File: config.mk
export PLATFORM = sky130hd
export DESIGN_NAME = reg_file_sb
export DESIGN_NICKNAME = d
export VERILOG_FILES = /design/src/rtl/reg_file_sb.sv
export SDC_FILE = /design/constraint.sdc
export NUM_CORES = 1
export LEC_CHECK = 0
export CELL_PAD_IN_SITES_DETAIL_PLACEMENT = 1
export CELL_PAD_IN_SITES_GLOBAL_PLACEMENT = 2
export CORE_ASPECT_RATIO = 0.9
export CORE_UTILIZATION = 40
export DETAILED_ROUTE_END_ITERATION = 6
export GPL_ROUTABILITY_DRIVEN = 0
export PLACE_DENSITY = 0.76
export SLEW_MARGIN = 20
export SYNTH_ARGS = -nofsm -noshare
export SYNTH_HDL_FRONTEND = slang
export SYNTH_SLANG_ARGS = --single-unit
File: constraint.sdc
create_clock -name clk -period 12.8 [get_ports clk]
set_clock_uncertainty 0.2 [all_clocks]
set_input_delay 2.56 -clock clk [delete_from_list [all_inputs] [get_ports clk]]
set_output_delay 2.56 -clock clk [all_outputs]
set_load 0.02 [all_outputs]
File: src/rtl/reg_file_sb.sv
// reg_file_sb: register file with same-cycle write bypass, a link-register
// write path, a registered PC-redirect pulse and a pending-write scoreboard.
//
// Ports:
//   clk, reset                 clock, synchronous active-high reset
//   rd_addr_a/b, rd_data_a/b   two combinational read ports (with bypass)
//   rd_busy_a/b                operand has a pending write (stall request)
//   pc_val                     PC value returned on reads of PC_IDX
//   wr_en, wr_addr, wr_data    writeback port
//   link_en, link_data         return-address write into LR_IDX
//   claim_en, claim_addr       reserve a destination for a future write
//   claim_err                  registered pulse: claim hit a busy register
//   wr_to_pc, pc_wr_data       registered pulse + data for writes to PC_IDX
//   busy_cnt                   number of registers currently busy
module reg_file_sb #(
    parameter int unsigned DATA_W = 32,
    parameter int unsigned ADDR_W = 4,
    parameter int unsigned PC_IDX = (2 ** ADDR_W) - 1,
    parameter int unsigned LR_IDX = (2 ** ADDR_W) - 2
) (
    input  logic              clk,
    input  logic              reset,
    input  logic [ADDR_W-1:0] rd_addr_a,
    input  logic [ADDR_W-1:0] rd_addr_b,
    output logic [DATA_W-1:0] rd_data_a,
    output logic [DATA_W-1:0] rd_data_b,
    output logic              rd_busy_a,
    output logic              rd_busy_b,
    input  logic [DATA_W-1:0] pc_val,
    input  logic              wr_en,
    input  logic [ADDR_W-1:0] wr_addr,
    input  logic [DATA_W-1:0] wr_data,
    input  logic              link_en,
    input  logic [DATA_W-1:0] link_data,
    input  logic              claim_en,
    input  logic [ADDR_W-1:0] claim_addr,
    output logic              claim_err,
    output logic              wr_to_pc,
    output logic [DATA_W-1:0] pc_wr_data,
    output logic [ADDR_W:0]   busy_cnt
);

    localparam int unsigned NUM_REGS = 2 ** ADDR_W;
    localparam int unsigned CNT_W    = ADDR_W + 1;
    localparam logic [ADDR_W-1:0] PC_A = ADDR_W'(PC_IDX);
    localparam logic [ADDR_W-1:0] LR_A = ADDR_W'(LR_IDX);

    logic [DATA_W-1:0]   regs [NUM_REGS];
    logic [NUM_REGS-1:0] busy;
    logic [NUM_REGS-1:0] busy_next;
    logic [CNT_W-1:0]    cnt_next;
    logic                claim_err_next;
    logic                pc_write;

    // Read priority: PC alias, then writeback bypass, then link bypass, then array.
    function automatic logic [DATA_W-1:0] read_port(input logic [ADDR_W-1:0] addr);
        logic [DATA_W-1:0] data;
        if (addr == PC_A)                  data = pc_val;
        else if (wr_en && wr_addr == addr) data = wr_data;
        else if (link_en && addr == LR_A)  data = link_data;
        else                               data = regs[addr];
        return data;
    endfunction

    always_comb begin
        rd_data_a = read_port(rd_addr_a);
        rd_data_b = read_port(rd_addr_b);
    end

    // A same-cycle writeback resolves the hazard through the bypass.
    assign rd_busy_a = busy[rd_addr_a] && !(wr_en && wr_addr == rd_addr_a) && (rd_addr_a != PC_A);
    assign rd_busy_b = busy[rd_addr_b] && !(wr_en && wr_addr == rd_addr_b) && (rd_addr_b != PC_A);

    assign pc_write = wr_en && (wr_addr == PC_A);

    // Next busy vector: write clears first, so a same-cycle claim re-sets it.
    always_comb begin
        busy_next = busy;
        if (wr_en) begin
            busy_next[wr_addr] = 1'b0;
        end
        if (claim_en && claim_addr != PC_A) begin
            busy_next[claim_addr] = 1'b1;
        end
        cnt_next = '0;
        for (int unsigned i = 0; i < NUM_REGS; i++) begin
            cnt_next = cnt_next + CNT_W'(busy_next[i]);
        end
        claim_err_next = claim_en && (claim_addr != PC_A) && busy[claim_addr]
                         && !(wr_en && wr_addr == claim_addr);
    end

    // State update; writeback is applied after link so wr_data wins on LR_IDX.
    always_ff @(posedge clk) begin
        if (reset) begin
            for (int unsigned i = 0; i < NUM_REGS; i++) begin
                regs[i] <= '0;
            end
            busy       <= '0;
            busy_cnt   <= '0;
            claim_err  <= 1'b0;
            wr_to_pc   <= 1'b0;
            pc_wr_data <= '0;
        end else begin
            if (link_en) begin
                regs[LR_A] <= link_data;
            end
            if (wr_en && wr_addr != PC_A) begin
                regs[wr_addr] <= wr_data;
            end
            busy      <= busy_next;
            busy_cnt  <= cnt_next;
            claim_err <= claim_err_next;
            wr_to_pc  <= pc_write;
            if (pc_write) begin
                pc_wr_data <= wr_data;
            end
        end
    end

endmodule

==> impl_results.md <==
* Post CTS Setup Buffer Count at 0
* Final Cycle Share at 73.0%
* Fin crit period at 9.34 ns
* Worst Path Class, Setup: input pin to primary output
* Cell taking the most area after synthesis: edfxtp_1
* Reg2reg start: busy[13]$_SDFF_PP0_
* Die width at 301 um
* Peak Freq at 0.107 GHz
* Sequential share of the synthesized area at 51.2%
* Switching pwr at 1.31 mW
* Starting Density at 40.5%
* Clock latency on the worst-skew pair at 0.61 ns
* Synth area leaders: edfxtp_1 48%, mux4_2 11%, and2_1 8.7%
* Mapped cell area at 32200 sq um
* DIE AREA at 81500 sq um
* Peak per-stage delay on the critical path at 0.88 ns
* Slew Limit Fails at 0
* H-tree depth at 3
* CP startpoint: rd_addr_a[2]
* Cell Count, Final, Fillers Out at 3800
* Largest net degree at the start of global routing at 111
* Dpl hpwl at 76900 um
* Sinks on Clock Net at 567
* Mux share of post-synthesis cell area at 18.5%
* Max_cap viols at 0
* Simple-gate portion of the synthesized area at 16.9%
* Worst-path clk slew at 0.06 ns
* Buf+Inv Stages, Crit Path at 3
* Global Route Usage Sum at 29.8%
* Hold Crit Class: flop to flop
* P_int at 3.56 mW
* Initial antenna violation count at 3
* Vias/cell at 6.25
* Hold path depth at 2
* CTS tree: yes
* Post_cts resized at 0
* Switching part of the total at 26.9%
* Gr ovfl total at 0
* Max-Slew Margin vs Limit at 23.2%
* Initial DRC Count at 2912
* Number of synthesized register bits at 567
* Library cells used by synthesis at 61
* Max Buffers Root-to-Sink at 3
* Global-route wire length before repair at 175000 um
* Cells on worst reg2reg path at 14
* Router iterations before antenna repair at 5
* Max layer used: met4
* Clock Power Share at 39.3%
* Combinational fraction of design power at 15.8%
* WL/cell at 32.3 um
* Metal3 WL at 12900 um
* CP max FO at 36
* Row count at 98
* Fin. Hold Viols at 0
* Vias in the first global route at 24400
* Status: finished, final reports clean
* Reg2reg end: busy_cnt[4]$_SDFF_PP0_
* WP data required at 10.04 ns
* Worst R2R Setup Slack at 8.73 ns
* Crit end category: primary output
* Total wire length at 123000 um
* Ys Warns at 0
* Core area at 79500 sq um
* DR vias at 23800
* RSZ-0062 raised after global routing: false
* Hold buffer count at cts at 0
* Main synth FF type: edfxtp_1
* Compound-Gate Fraction of Synth Area at 7.55%
* Post-synthesis adder-cell area fraction at 0.817%
* Setup crit start kind: input pin
* Synthesis-to-finish area growth at 15.6%
* Peak supply drop at 0.0806 mV
* Final setup fails at 0
* Mean Syn Cell Area at 12.5 sq um
* Critical-path top delay cell: clkdlybuf4s50_1
* Sequential share of power at 44.9%
* Metal2 WL at 54000 um
* Ports at 222
* Most used cell along the critical path: clkdlybuf4s50_1
* Top delay family on crit path: buffers and inverters
* Input/output buffers at 221
* Commonest cells in the netlist: 512 x edfxtp_1, 448 x and2_1, 213 x nand2_1
* Xor and xnor fraction of the mapped netlist area at 0.381%
* Die H at 271 um
* Placed cell count at 3681
* Main combinational cell family by area after synthesis: multiplexers
* Final #Nets at 2833
* Synth top area share at 47.8%
* Hold-critical path endpoint: pc_wr_data[8]$_SDFFE_PP0P_
* Critical Path AT at 6.58 ns
* TritonCTS Buffers at 67
* Mapped Cells at 2568
* Worst slew pin tran at 1.15 ns
* Min-delay src: pc_wr_data[8]$_SDFFE_PP0P_
* Post-synth EDFFs at 512
* Worst-path cell chain: clkdlybuf4s50_1, nand2_2, buf_4, o32ai_1, or4_1, a31oi_1, clkdlybuf4s50_1
* Clock root cell: clkbuf_16
* Static Leakage at 13.1 nW
* Drt drc at 0
* Most frequent cell after synthesis: edfxtp_1
* Setup total negative slack at 0 ns
* Power Dens Cells at 131 nW/um^2
* WL met1 at 52800 um
* Fraction of layout cells with a size suffix above 1 at 13.7%
* Asr flop ratio synth at 0%
* Final ANT Viol Nets at 0
-- worst max-delay path by stage --
stage | endpoint | slack (ns) | cells after the start
floorplan | rd_data_a[23] | 5.81 | 9
global placement | rd_data_a[4] | 3.58 | 7
detailed placement | rd_data_a[5] | 3.56 | 7
CTS | rd_data_a[5] | 3.53 | 7
global route | rd_data_a[2] | 3.33 | 7
finish | rd_data_a[5] | 3.46 | 7
-- tightest hold or removal path, cell delays in order (launching register included) --
cell and delay (ns):
dfxtp_1 0.31, nand2_1 0.05, a21oi_1 0.05
-- cell families after synthesis --
kind of cell | count (synthesis)
AOI/OAI and AO/OA | 346
xor gates and xnor gates | 14
adders and majority gates | 15
buffers and inverters | 269
DFF | 567
muxes | 367
other | 1
and+or+nand+nor | 989
-- registers in the layout (all words and copies together), names as in the netlist --
signal	flops
pc_wr_data	32
busy_cnt	5
busy	16
claim_err	1
wr_to_pc	1
regs	512
-- cell usage in the layout (no fill, tap or decap), drive strengths merged, types with 9 or more instances in the layout --
master         count
nand3             68
nor3              36
nor2b             53
a31oi             32
a211oi            34
o221ai            31
o21ai             41
mux2i            190
mux4             176
clkinv            19
nor2              64
clkbuf            93
a21oi             65
xor2               9
a22oi             95
edfxtp           512
o32ai             32
fa                10
or2               14
or4               31
or3               31
clkdlybuf4s50    213
buf               72
nand2            213
dfxtp             55
nand2b            11
and2             449
inv               17
conb              32
-- power groups by stage --
stage                     sequential [mW]  clock, mW  combinational [mW]
after floorplan                      2.20          0               0.430
after global placement               2.21          0               0.754
after detailed placement             2.22          0               0.759
after CTS                            2.18       1.93               0.762
after global routing                 2.20       2.00               0.801
final                                2.19       1.91               0.771
-- cell type report --
cell class | instances | area, sq um
diodes | 1 | 2.50
clock buffers | 92 | 1910
clock inverters | 25 | 226
repair buffers | 286 | 2740
fillers | 8119 | 42300
well taps | 1050 | 1310
multi-input cells | 1763 | 14400
flip-flops and latches | 567 | 16500
inverters | 16 | 60.1
-- layer usage --
layer  global-route usage, %  vias to the layer above
met4                    7.87                        0
li1                        -                     9906
met1                    43.1                    12500
met5                       0                        -
met3                    7.97                      172
met2                    43.9                     1168
-- metrics by stage --
step	area (sq um)	total power, mW	worst slack [ns]	util, %	hold slack, ns
after floorplan	32300	2.63	5.81	-	0.271
after global placement	35000	2.96	3.58	44.0	0.244
after detailed placement	35000	2.98	3.56	44.0	0.249
after CTS	37100	4.88	3.53	46.7	0.261
after global routing	37200	4.99	3.33	46.8	0.274
final	37200	4.87	3.46	46.8	0.259
Power figures use the tool's default switching activity.
